[src/rtl/comparator_seq.sv]
// Sequential magnitude comparator: captures two operands on start and compares
// them MSB first, one bit per clock, in unsigned or two's-complement mode.
// Results are registered and held until the next compare completes.
module comparator_seq #(
  parameter int unsigned WIDTH      = 8,
  parameter int unsigned EARLY_EXIT = 1
) (
  input  logic             i_clk,
  input  logic             i_rst,
  input  logic             i_start,
  input  logic             i_signed,
  input  logic [WIDTH-1:0] i_a,
  input  logic [WIDTH-1:0] i_b,
  output logic             o_busy,
  output logic             o_done,
  output logic             o_equal,
  output logic             o_not_equal,
  output logic             o_great_a,
  output logic             o_great_b
);

  localparam int unsigned IdxW = $clog2(WIDTH);

  typedef enum logic [1:0] {StIdle, StCmp, StDone} state_e;

  state_e            state_q, state_d;
  logic [WIDTH-1:0]  a_q, a_d;
  logic [WIDTH-1:0]  b_q, b_d;
  logic              signed_q, signed_d;
  logic [IdxW-1:0]   idx_q, idx_d;
  logic              decided_q, decided_d;
  logic              win_a_q, win_a_d;
  logic              equal_q, equal_d;
  logic              not_equal_q, not_equal_d;
  logic              great_a_q, great_a_d;
  logic              great_b_q, great_b_d;

  // Per-bit evaluation of the current index
  logic bit_a, bit_b, bit_diff, sign_pos, bit_win_a;
  logic decided_fin, win_fin, last_bit, cmp_exit;

  // State and datapath registers; reset aborts any compare in flight
  always_ff @(posedge i_clk or posedge i_rst) begin
    if (i_rst) begin
      state_q     <= StIdle;
      a_q         <= '0;
      b_q         <= '0;
      signed_q    <= 1'b0;
      idx_q       <= '0;
      decided_q   <= 1'b0;
      win_a_q     <= 1'b0;
      equal_q     <= 1'b0;
      not_equal_q <= 1'b0;
      great_a_q   <= 1'b0;
      great_b_q   <= 1'b0;
    end else begin
      state_q     <= state_d;
      a_q         <= a_d;
      b_q         <= b_d;
      signed_q    <= signed_d;
      idx_q       <= idx_d;
      decided_q   <= decided_d;
      win_a_q     <= win_a_d;
      equal_q     <= equal_d;
      not_equal_q <= not_equal_d;
      great_a_q   <= great_a_d;
      great_b_q   <= great_b_d;
    end
  end

  // Next-state logic: capture in idle, scan bits in compare, pulse done
  always_comb begin
    state_d     = state_q;
    a_d         = a_q;
    b_d         = b_q;
    signed_d    = signed_q;
    idx_d       = idx_q;
    decided_d   = decided_q;
    win_a_d     = win_a_q;
    equal_d     = equal_q;
    not_equal_d = not_equal_q;
    great_a_d   = great_a_q;
    great_b_d   = great_b_q;

    bit_a    = a_q[idx_q];
    bit_b    = b_q[idx_q];
    bit_diff = bit_a ^ bit_b;
    // A set sign bit means negative, so the winner flips at the MSB in signed mode
    sign_pos  = signed_q && (idx_q == IdxW'(WIDTH - 1));
    bit_win_a = bit_a ^ sign_pos;
    // The first recorded difference is final; later bits never overwrite it
    decided_fin = decided_q | bit_diff;
    win_fin     = decided_q ? win_a_q : bit_win_a;
    last_bit    = (idx_q == '0);
    cmp_exit    = last_bit || ((EARLY_EXIT != 0) && bit_diff);

    unique case (state_q)
      StIdle: begin
        if (i_start) begin
          a_d       = i_a;
          b_d       = i_b;
          signed_d  = i_signed;
          idx_d     = IdxW'(WIDTH - 1);
          decided_d = 1'b0;
          win_a_d   = 1'b0;
          state_d   = StCmp;
        end
      end
      StCmp: begin
        decided_d = decided_fin;
        win_a_d   = win_fin;
        if (cmp_exit) begin
          equal_d     = ~decided_fin;
          not_equal_d = decided_fin;
          great_a_d   = decided_fin & win_fin;
          great_b_d   = decided_fin & ~win_fin;
          state_d     = StDone;
        end else begin
          idx_d = idx_q - IdxW'(1);
        end
      end
      StDone: begin
        state_d = StIdle;
      end
      default: begin
        state_d = StIdle;
      end
    endcase
  end

  // Status and result outputs straight from registers
  always_comb begin
    o_busy      = (state_q != StIdle);
    o_done      = (state_q == StDone);
    o_equal     = equal_q;
    o_not_equal = not_equal_q;
    o_great_a   = great_a_q;
    o_great_b   = great_b_q;
  end

endmodule

[config.mk]
export PLATFORM = sky130hd
export DESIGN_NAME = comparator_seq
export DESIGN_NICKNAME = d
export VERILOG_FILES = /design/src/rtl/comparator_seq.sv
export SDC_FILE = /design/constraint.sdc
export NUM_CORES = 1
export LEC_CHECK = 0
export CAP_MARGIN = 20
export CORE_MARGIN = 4
export CORE_UTILIZATION = 36
export CTS_CLUSTER_DIAMETER = 120
export DETAILED_ROUTE_END_ITERATION = 12
export SETUP_SLACK_MARGIN = 0.5
export SLEW_MARGIN = 20
export SYNTH_ARGS = -nofsm -noshare
export SYNTH_HDL_FRONTEND = slang
export SYNTH_SLANG_ARGS = --single-unit
[constraint.sdc]
create_clock -name i_clk -period 2.33 [get_ports i_clk]
set_input_delay 0.466 -clock i_clk [delete_from_list [all_inputs] [get_ports i_clk]]
set_output_delay 0.466 -clock i_clk [all_outputs]
set_load 0.05 [all_outputs]
After elaboration in Yosys (flattened, before gate mapping) --
Cells that the tools add are included.
Word-level totals: flip-flop bits (word level) 28, output and inout port bits 6, logic and storage cells 51
Operators by class: add/subtract/negate cells 1, $lt $le $gt $ge 1, equal/unequal tests 6, mux-type cells 14, bitwise logic cells 7, reductions and logical operators 11
Operator list (count):
- AND reduction 2 bit | 4
- binary-select mux 1 bit (select 3 bit) | 2
- 2-to-1 mux 3 bit | 2
- inequality test 2 bit, second input constant | 3
- one-hot mux 3 bit (2 select lines) | 1
- less-than comparator 3 x 4 -> 1 bit, second input constant | 1
- 2-to-1 mux 1 bit | 4
- 2-to-1 mux 2 bit | 2
- one-hot mux 1 bit (2 select lines) | 2
- one-hot mux 2 bit (2 select lines) | 1
- nonzero test 2 bit | 2
- == test 3 bit, second input constant | 1
- zero test 3 bit | 1
- AND reduction 3 bit | 1
- subtractor 3 x 1 -> 3 bit, second input constant | 1
- bitwise AND 1 bit | 2
- == test 2 x 1 -> 1 bit, second input constant | 1
- == test 2 bit, second input constant | 1
- zero test 2 bit | 1
- NOT 1 bit | 2
- XOR 1 bit | 2
- logical AND 1 bit | 1
- logical OR 1 bit | 1
- OR 1 bit | 1

Depth between registers and ports, before layout --
Gate-level depths: netlist of run 1.
word-level depth 6, depth in mapped cells 6

Least setup slack after synthesis of run 1 --
OpenSTA, ideal clock, no wires.
path type register to register, start reg idx_q[1], end reg not_equal_q (netlist: o_not_equal), arrival time 1.802 ns, path slack 0.402 ns, cell stages (with the launch flop) 7, path buffers 1, cells stage by stage dfrtp_1 > buf_6 > mux4_1 > mux2i_4 > xnor2_2 > nand2_1 > o32a_1
On the way: cells in the longest elaborated chain, start to end 5, elaborated cells on any way between the ends 9, classes of those cells mux: 4; bitwise: 2; reduce/logical: 3
RTL lines:
- start: declaration | RTL line 30 | logic [IdxW-1:0] idx_q, idx_d;
- start signal: assignment | RTL line 61 | idx_q <= idx_d;
- binary-select mux 1 bit (select 3 bit) (on tied branches) | RTL line 85, 86
- 2-to-1 mux 1 bit (on tied branches) | RTL line 85, 86
- XOR 1 bit | RTL line 87 | bit_diff = bit_a ^ bit_b;
- logical OR 1 bit | RTL line 95 | cmp_exit = last_bit || ((EARLY_EXIT != 0) && bit_diff);
- AND reduction 2 bit (no source line)
- end signal: assignment | RTL line 65 | not_equal_q <= not_equal_d;
- end: declaration | RTL line 34 | logic not_equal_q, not_equal_d;
Several ways; a longest one is shown, not always the timed one. The select of a mux whose other input is x is not followed. A chain may end at the register's enable or synchronous reset.

Worst setup path in the final report of run 1 --
start reg idx_q[0], end reg idx_q[0]
On the way: cells in the longest elaborated chain, start to end 6, elaborated cells on any way between the ends 12, classes of those cells add/sub: 1; eq/ne: 1; mux: 6; bitwise: 1; reduce/logical: 3
RTL lines (RTL line):
- binary-select mux 1 bit (select 3 bit) (on tied branches) | 85, 86
- 2-to-1 mux 1 bit (on tied branches) | 85, 86
- XOR 1 bit | 87
- logical OR 1 bit | 95
- inequality test 2 bit (no source line)
- AND reduction 3 bit (no source line)
Several ways; a longest one is shown, not always the timed one. The select of a mux whose other input is x is not followed.

==> flow_metrics.env, run 1 <==
export IMPL_status="completed"
export IMPL_cp_max_fo=5
export IMPL_cts_buffer_depth=2
export IMPL_rsz0062_at_grt="yes"
export IMPL_rows=22
export IMPL_drt_pass1_iter_count=3
export IMPL_rr_startpoint="idx_q[0]"
export IMPL_initial_utilization_pct=37.8
export IMPL_avgRoutedWirePerCell_um=13.4
export IMPL_cts_tree="yes"
export IMPL_numCtsBuffers=3
export IMPL_regToRegEndpoint="idx_q[0]"
export IMPL_synth_top_area_cell="dfrtp_1"
export IMPL_path_class="flop to flop"
export IMPL_start_kind="flop"
export IMPL_slew_viol_final=0
export IMPL_ioPinCount=26
export IMPL_synth_top_area_share_pct=49.9
export IMPL_slowest_stage="mux4_2"
export IMPL_hp_class="flop to flop"
export IMPL_power_density_mw_per_mm2=1560
export IMPL_rrSetupSlack_ns=0.45
export IMPL_ir_worst_vdd_mv=0.452
export IMPL_critPathRequiredTime_ns=2.52
export IMPL_hpwl_um=1750
export IMPL_whs_path_depth=1
export IMPL_hp_start="o_not_equal"
export IMPL_grt_usage_pct=10.7
export IMPL_tns_ns=0
export IMPL_routed_wl_um=2420
export IMPL_ant_nets=0
export IMPL_insertion_delay_ns=0.27
export IMPL_synth_area_top_cells="dfrtp_1 50%, mux2_2 14%, mux4_1 3.7%"
export IMPL_grt_pass1_vias=975
export IMPL_synth_ff_type="dfrtp_1"
export IMPL_nets=157
export IMPL_grt_first_pass_wirelength_um=4280
export IMPL_syn_area_per_cell_um2=13.9
export IMPL_fp_dieH_um=70.5
export IMPL_min_period_ns=1.88
export IMPL_whs_endpoint="o_not_equal"
export IMPL_area_growth_pct=29.0
export IMPL_max_slew_margin_rel_pct=67.7
export IMPL_final_hold_viol_count=0
export IMPL_skew_ns=0.00227
export IMPL_io_buffer_count=25
export IMPL_drc_errors=0
export IMPL_async_flop_share_pct=100
export IMPL_finalCritPeriodShare_pct=80.5
export IMPL_ys_types=33
export IMPL_design_area_mm2=0.00181
export IMPL_cts_sinks=28
export IMPL_cp_top_family="multiplexers"
export IMPL_die_w_um=70.5
export IMPL_antenna_found_initial=0
export IMPL_ys_warnings_count=0
export IMPL_clkTransAtPathRegs_ns=0.09
export IMPL_p_leak_nw=0.766
export IMPL_worstMarginPinSlew_ns=0.487
export IMPL_crit_buf_inv=0
export IMPL_cp_end_kind="flop"
export IMPL_drt_initial_drc_count=30
export IMPL_path_cells="mux4_2, mux2i_4, xnor2_4, and3_4, mux2i_1"
export IMPL_syn_area_mm2=0.00141
export IMPL_critPathArrivalTime_ns=2.07
export IMPL_core_mm2=0.00372
export IMPL_ys_seq_area_share_pct=49.9
export IMPL_grt_max_degree=29
export IMPL_synth_edf_count=0
export IMPL_finalSetupViolCount=0
export IMPL_hold_buffers=0
export IMPL_die_area_mm2=0.00497
export IMPL_syn_nets=124
export IMPL_ys_ff_latch=28
export IMPL_vias_per_cell=4.77
export IMPL_fmax_mhz=533
export IMPL_synth_cells=101
export IMPL_worstSetupStartpoint="idx_q[0]"
export IMPL_antennaDiodeCount=0
export IMPL_root_buffer="clkbuf_8"
export IMPL_grt_overflow_total=0
export IMPL_slowest_delay_ns=0.53
export IMPL_vias=864
export IMPL_place_congestion=0.831
export IMPL_drive_gt1_share_pct=36.8
export IMPL_maxCapViolations=0
export IMPL_h_tree_depth=1
export IMPL_worst_r2r_cell_count=5
export IMPL_placed_area_mm2=0.00169
## cells by family after synthesis
| group | Yosys count | synth area share (%) |
|---|---|---|
| buffers and inverters | 12 | 5.34 |
| XOR/XNOR | 2 | 1.78 |
| AO/OA/AOI/OAI | 11 | 6.59 |
| AND/OR/NAND/NOR | 19 | 7.84 |
| adder cells (fa/ha/maj) | 3 | 2.67 |
| multiplexers | 26 | 25.9 |
| flip-flops | 28 | 49.9 |
## Yosys cell counts (all sizes together) (2+ instances only)
master / number
mux2: 17
mux4: 4
dfrtp: 28
nand2: 2
o22ai: 2
inv: 7
ha: 3
a21oi: 3
nand3b: 2
or2: 2
buf: 4
nor2: 6
mux2i: 5
## registers in the layout, summed over array words and instances (netlist names)
name / flops
o_great_a: 1
idx_q: 3
b_q: 8
win_a_q: 1
decided_q: 1
a_q: 8
signed_q: 1
state_q: 2
o_great_b: 1
o_not_equal: 1
o_equal: 1
## metal layers
metal | share of wire [%] | up-vias | global-route usage, %
li1 | - | 421 | -
met1 | 43 | 419 | 13.0
met2 | 50 | 20 | 18.0
met3 | 5.7 | 4 | 3.17
met4 | 1.2 | 0 | 3.83
met5 | 0 | - | 0
## metrics by stage
step	total power [mW]	hold slack, ns	util, %	setup WS [ns]	cells
6_report	2.83	0.500	48.8	0.453	181
5_1_grt	3.02	0.524	48.8	0.358	181
4_1_cts	2.83	0.509	48.8	0.421	181
3_5_place_dp	2.23	0.492	45.6	0.242	172
3_3_place_gp	2.20	0.485	45.6	0.290	172
2_1_floorplan	2.00	0.475	-	0.420	101
## worst max path at each step
stage             endpoint  cells past startpoint
3_3_place_gp   o_not_equal                      5
2_1_floorplan  o_not_equal                      6
6_report          idx_q[0]                      5
5_1_grt           idx_q[1]                      5
3_5_place_dp      idx_q[0]                      5
4_1_cts             o_busy                      2
## cell type report
type / count / area (um^2)
multi-input combinational: 61 / 646
sequential: 28 / 703
clock inverter: 1 / 30.0
timing repair buffer: 33 / 307
clock buffer: 3 / 41.3
tap: 48 / 60.1
inverter: 7 / 26.3
fill: 361 / 1900
## report_power, final
group          total, mW  leakage (nW)  switching [mW]  internal, mW
logic               1.60         0.403           0.731         0.873
clock network      0.376        0.0357           0.146         0.230
registers          0.849         0.327           0.137         0.712
## placed cells by master (no fill, tap or decap), drive strengths merged, types with 2 or more instances in the layout
| master | count |
|---|---|
| a21oi | 3 |
| nand2 | 2 |
| clkdlybuf4s50 | 19 |
| buf | 8 |
| dlygate4sd2 | 4 |
| mux4 | 4 |
| ha | 3 |
| or2 | 2 |
| nor2 | 6 |
| nand3b | 2 |
| dfrtp | 28 |
| inv | 7 |
| clkbuf | 5 |
| mux2 | 17 |
| o22ai | 2 |
| mux2i | 5 |
## repair_timing
action                                  CTS  global route
endpoints found under the setup margin   16            12
pin swaps                                 6             4
gates resized for setup                  12             6
setup buffers                             5             0
Note: power is estimated with default switching activity, not from simulation.
==> run 2, diff against run 1 <==
- clock period: 2.33 -> 1.62 ns (I/O delays scaled with it)
==> run 2 against run 1 <==
  * The flow now finishes with violations (negative setup slack)
  * Hold slack lost 0.089 ns
  * Critical path depth grew 1
  * Routed wire length grew 14%
  * Highest routed layer unchanged
==> flow_metrics.env, run 2 (synthesis gave the netlist of run 1 again) <==
export IMPL_fp_dieH_um=70.5
export IMPL_cp_max_fo=5
export IMPL_initial_utilization_pct=37.8
export IMPL_start_kind="flop"
export IMPL_violations="negative setup slack"
export IMPL_die_w_um=70.5
export IMPL_core_mm2=0.00372
export IMPL_power_density_mw_per_mm2=2220
export IMPL_drc_errors=0
export IMPL_critPathRequiredTime_ns=1.79
export IMPL_nets=183
export IMPL_h_tree_depth=1
export IMPL_fmax_mhz=527
export IMPL_ir_worst_vdd_mv=0.773
export IMPL_finalSetupViolCount=11
export IMPL_ant_nets=0
export IMPL_grt_max_degree=29
export IMPL_cts_buffer_depth=2
export IMPL_ioPinCount=26
export IMPL_grt_overflow_total=0
export IMPL_reg_largest_list="a_q x8, b_q x8, idx_q x3"
export IMPL_routed_wl_um=2770
export IMPL_insertion_delay_ns=0.28
export IMPL_avgRoutedWirePerCell_um=13.4
export IMPL_hold_buffers=0
export IMPL_clkTransAtPathRegs_ns=0.10
export IMPL_rows=22
export IMPL_grt_first_pass_wirelength_um=4750
export IMPL_max_slew_margin_rel_pct=76.1
export IMPL_die_area_mm2=0.00497
export IMPL_hp_class="input port to asynchronous set/reset pin"
export IMPL_skew_ns=0.00341
export IMPL_cts_sinks=28
export IMPL_place_congestion=0.811
export IMPL_path_class="flop to flop"
export IMPL_area_growth_pct=54.5
export IMPL_drt_initial_drc_count=9
export IMPL_tns_ns=-2.58
export IMPL_cts_tree="yes"
export IMPL_numCtsBuffers=3
export IMPL_grt_pass1_vias=1047
export IMPL_io_buffer_count=25
export IMPL_vias_per_cell=4.73
export IMPL_antenna_found_initial=0
export IMPL_p_leak_nw=0.984
export IMPL_min_period_ns=1.90
export IMPL_cp_end_kind="flop"
export IMPL_maxCapViolations=0
export IMPL_n_fill_cell=310
export IMPL_layout_common_cells="28 x dfrtp_1, 24 x buf_4, 19 x clkdlybuf4s50_1, 17 x mux2_4, 11 x buf_6"
export IMPL_drive_gt1_share_pct=50.3
export IMPL_rsz0062_at_grt="yes"
export IMPL_vias=980
export IMPL_setup_ws_ns=-0.276
export IMPL_critPathArrivalTime_ns=2.06
export IMPL_root_buffer="clkbuf_8"
export IMPL_hpwl_um=1940
export IMPL_slew_viol_final=0
export IMPL_grt_usage_pct=11.9
export IMPL_final_common_cell="dfrtp_1"
export IMPL_status="finished, violations left"
export IMPL_drt_pass1_iter_count=2
export IMPL_worstMarginPinSlew_ns=0.359
export IMPL_final_hold_viol_count=0
export IMPL_power_mw=4.83
export IMPL_finalCritPeriodShare_pct=117
export IMPL_antennaDiodeCount=0
==> run 2: cell types whose count changed in the layout (fill, tap and decap cells not counted), moves of 2 or more <==
cell,change
buf_6,+8
buf_12,+3
dlygate4sd2_1,-4
mux2_2,-17
buf_4,+19
dfrtp_1,+2
dfrtp_2,-2
clkbuf_2,-2
mux2_4,+17
==> run 2: report_power, final <==
part           leakage [nW]  internal (mW)  total, mW  switching, mW
combinational         0.627           1.91       3.15           1.24
clock                0.0288          0.218      0.440          0.222
sequential            0.328           1.02       1.24          0.215
==> run 2: layout make-up <==
| class | instances | area (um^2) | share of cell area, % |
|---|---|---|---|
| inverter | 7 | 26.3 | 1.21 |
| multi-input combinational | 61 | 732 | 33.7 |
| tap | 48 | 60.1 | 2.77 |
| timing repair buffer | 59 | 597 | 27.5 |
| clock buffer | 4 | 55.1 | 2.54 |
| sequential | 28 | 701 | 32.3 |
==> run 2: through the flow <==
stage	worst slack (ns)	instances	hold slack [ns]	cell area, um^2	utilization [%]
2_1_floorplan	-0.289	101	0.389	1500	-
5_1_grt	-0.381	207	0.455	2170	58.4
3_3_place_gp	-0.259	190	0.489	1920	51.6
4_1_cts	-0.286	203	0.426	2110	56.7
6_report	-0.276	207	0.412	2170	58.4
3_5_place_dp	-0.284	190	0.500	1920	51.6
==> run 2: worst paths after layout <==
path	from	end	slack, ns	cells after the start
worst min register to register	signed_q	signed_q	0.53	1
worst min-delay path	i_rst	o_equal	0.41	3
worst max register to register	idx_q[1]	o_not_equal	-0.28	6
min in group i_clk	signed_q	signed_q	0.53	1
worst max-delay path	idx_q[1]	o_not_equal	-0.28	6
max in group asynchronous	i_rst	a_q[4]	0.94	3
==> run 2: layer usage <==
| metal | up-vias | global-route usage [%] | routed length (um) |
|---|---|---|---|
| met4 | 0 | 3.83 | 40 |
| met2 | 21 | 19.6 | 1320 |
| li1 | 471 | - | - |
| met3 | 5 | 2.73 | 116 |
| met1 | 483 | 15.5 | 1290 |
| met5 | - | 0 | 0 |
==> run 2: timing repair <==
action | CTS | global route
pin swaps | 4 | 3
cloned | 1 | 0
setup endpoints to repair | 34 | 34
hold endpoints to repair | 0 | 0
buffers inserted | 8 | 4
gates resized for setup | 13 | 5
==> run 2: worst max-delay path, cell delays in order (launching register included) <==
cell	delay, ns
dfrtp_1	0.42
mux4_2	0.54
mux2i_4	0.23
xnor2_4	0.18
buf_4	0.17
a21oi_4	0.06
o32a_1	0.18
==> run 3, diff against run 2 <==
- SETUP_SLACK_MARGIN: 0.5 -> default
- SKIP_LAST_GASP: default -> 1
- clock period: 1.62 -> 2.4 ns (I/O delays scaled with it)
==> run 3 against run 2 <==
  * Register-to-register slack improved by 0.55 ns
  * Clock skew rose by 0.0013 ns
  * Cell area fell by 19%
  * Sequential cell count did not move
  * Utilization fell by 11 points
  * Clock power fell by 16%
  * Die area did not move
  * Global-route usage fell by 1.3 points
  * Count of clock-buffer cells in the layout fell by 1
  * Combinational power fell by 61%
  * Highest routed layer unchanged
  * The flow now finishes without violations
  * Largest cell class is now sequential cells
  * Routed wire length fell by 14%
==> flow_metrics.env, run 3 (synthesis gave the netlist of run 1 again) <==
export IMPL_pre_cts_slack_ns=0.247
export IMPL_status="completed"
export IMPL_routed_wl_um=2380
export IMPL_skew_ns=0.00471
export IMPL_worst_r2r_cell_count=5
export IMPL_regToRegEndpoint="idx_q[1]"
export IMPL_maxCapViolations=0
export IMPL_final_common_cell="dfrtp_1"
export IMPL_cts_buffer_depth=2
export IMPL_insertion_delay_ns=0.27
export IMPL_tns_ns=0
export IMPL_antennaDiodeCount=0
export IMPL_avgRoutedWirePerCell_um=13.6
export IMPL_drt_initial_drc_count=32
export IMPL_finalCritPeriodShare_pct=91.0
export IMPL_cp_max_fo=4
export IMPL_whs_endpoint="o_not_equal"
export IMPL_min_period_ns=2.18
export IMPL_layout_common_cells="28 x dfrtp_1, 25 x clkdlybuf4s50_1, 17 x mux2_2, 7 x inv_1, 6 x nor2_1"
export IMPL_die_area_mm2=0.00497
export IMPL_n_fill_cell=337
export IMPL_max_slew_margin_rel_pct=66.8
export IMPL_vias_per_cell=4.96
export IMPL_cp_end_kind="output pin"
export IMPL_ant_nets=0
export IMPL_vias=868
export IMPL_hp_class="flop to flop"
export IMPL_rr_startpoint="idx_q[0]"
export IMPL_setup_ws_ns=0.216
export IMPL_hpwl_um=1810
export IMPL_final_hold_viol_count=0
export IMPL_drc_errors=0
export IMPL_start_kind="flop"
export IMPL_drive_gt1_share_pct=26.8
export IMPL_nets=151
export IMPL_antenna_found_initial=0
export IMPL_ioPinCount=26
export IMPL_grt_overflow_total=0
export IMPL_rows=22
export IMPL_drt_pass1_iter_count=2
export IMPL_slew_viol_final=0
export IMPL_path_class="flop to output pin"
export IMPL_power_density_mw_per_mm2=1390
export IMPL_reg_largest_list="a_q x8, b_q x8, idx_q x3"
export IMPL_grt_pass1_vias=959
export IMPL_post_cts_resized=0
export IMPL_finalSetupViolCount=0
export IMPL_die_w_um=70.5
export IMPL_slowest_stage="clkdlybuf4s50_1"
export IMPL_fp_dieH_um=70.5
export IMPL_rrSetupSlack_ns=0.27
export IMPL_grt_max_degree=29
export IMPL_postCtsSetupBuffers=0
export IMPL_worstMarginPinSlew_ns=0.496
export IMPL_rsz0062_at_grt="no"
export IMPL_critPathArrivalTime_ns=1.70
export IMPL_place_congestion=0.762
export IMPL_whs_path_depth=1
export IMPL_p_leak_nw=0.733
export IMPL_path_cells="or2_2, clkdlybuf4s50_1"
export IMPL_core_mm2=0.00372
export IMPL_grt_first_pass_wirelength_um=4310
export IMPL_h_tree_depth=1
export IMPL_root_buffer="clkbuf_8"
export IMPL_fmax_mhz=458
export IMPL_io_buffer_count=25
export IMPL_slowest_delay_ns=0.71
export IMPL_clkTransAtPathRegs_ns=0.09
export IMPL_cts_sinks=28
export IMPL_hold_buffers=0
export IMPL_hp_start="o_not_equal"
export IMPL_area_growth_pct=24.8
export IMPL_critPathRequiredTime_ns=1.92
export IMPL_cts_tree="yes"
export IMPL_ir_worst_vdd_mv=0.646
export IMPL_initial_utilization_pct=37.8
export IMPL_numCtsBuffers=3
export IMPL_grt_usage_pct=10.7
run 3: cell count changes in the layout (fill, tap and decap cells not counted), sizes merged:
cell | before | now
buf | 40 | 2
clkdlybuf4s50 | 19 | 25
bufinv | 0 | 1
clkbuf | 4 | 3
run 3: layout make-up:
type / count / area, um^2 / area share [%]
Sequential cell: 28 / 701 / 40.0
Multi-Input combinational cell: 61 / 629 / 35.9
Timing Repair Buffer: 27 / 265 / 15.1
Tap cell: 48 / 60.1 / 3.43
Clock buffer: 3 / 41.3 / 2.36
Clock inverter: 1 / 30.0 / 1.71
Inverter: 7 / 26.3 / 1.50
run 3: worst max path at each step:
stage                          start     endpoint  slack (ns)  cells after the start
final                     state_q[1]       o_busy        0.22                      2
after detailed placement    idx_q[0]     idx_q[1]        0.25                      5
after CTS                 state_q[1]       o_busy        0.20                      2
after global routing        idx_q[0]     idx_q[0]        0.13                      5
after global placement      idx_q[0]     idx_q[1]        0.32                      5
after floorplan             idx_q[1]  o_not_equal        0.47                      6
run 3: worst max-delay path, delay by kind of cell, from the launching register on:
kind / cells / cell delay (ns)
buffers and inverters: 1 / 0.71
flip-flops: 1 / 0.40
AND/OR/NAND/NOR: 1 / 0.33
run 3: per-layer routing:
metal,wire [um],global-route usage [%],up-vias
li1,-,-,408
met1,1050,13.0,436
met2,1160,18.1,22
met3,154,4.46,2
met4,11,1.28,0
met5,0,0,-
run 3: power breakdown:
group          switching (mW)  internal [mW]
Combinational           0.586          0.634
Sequential              0.163          0.688
Clock                   0.144          0.223
run 3: metrics by stage:
step                      utilization (%)  cell area, um^2  std cells  hold WS, ns  total power [mW]
after floorplan                         -             1410        101        0.472              1.87
after global placement               45.3             1680        171        0.483              2.07
after detailed placement             45.3             1680        171        0.490              2.11
after CTS                            47.2             1750        175        0.510              2.47
after global routing                 47.2             1750        175        0.534              2.61
final                                47.2             1750        175        0.505              2.44
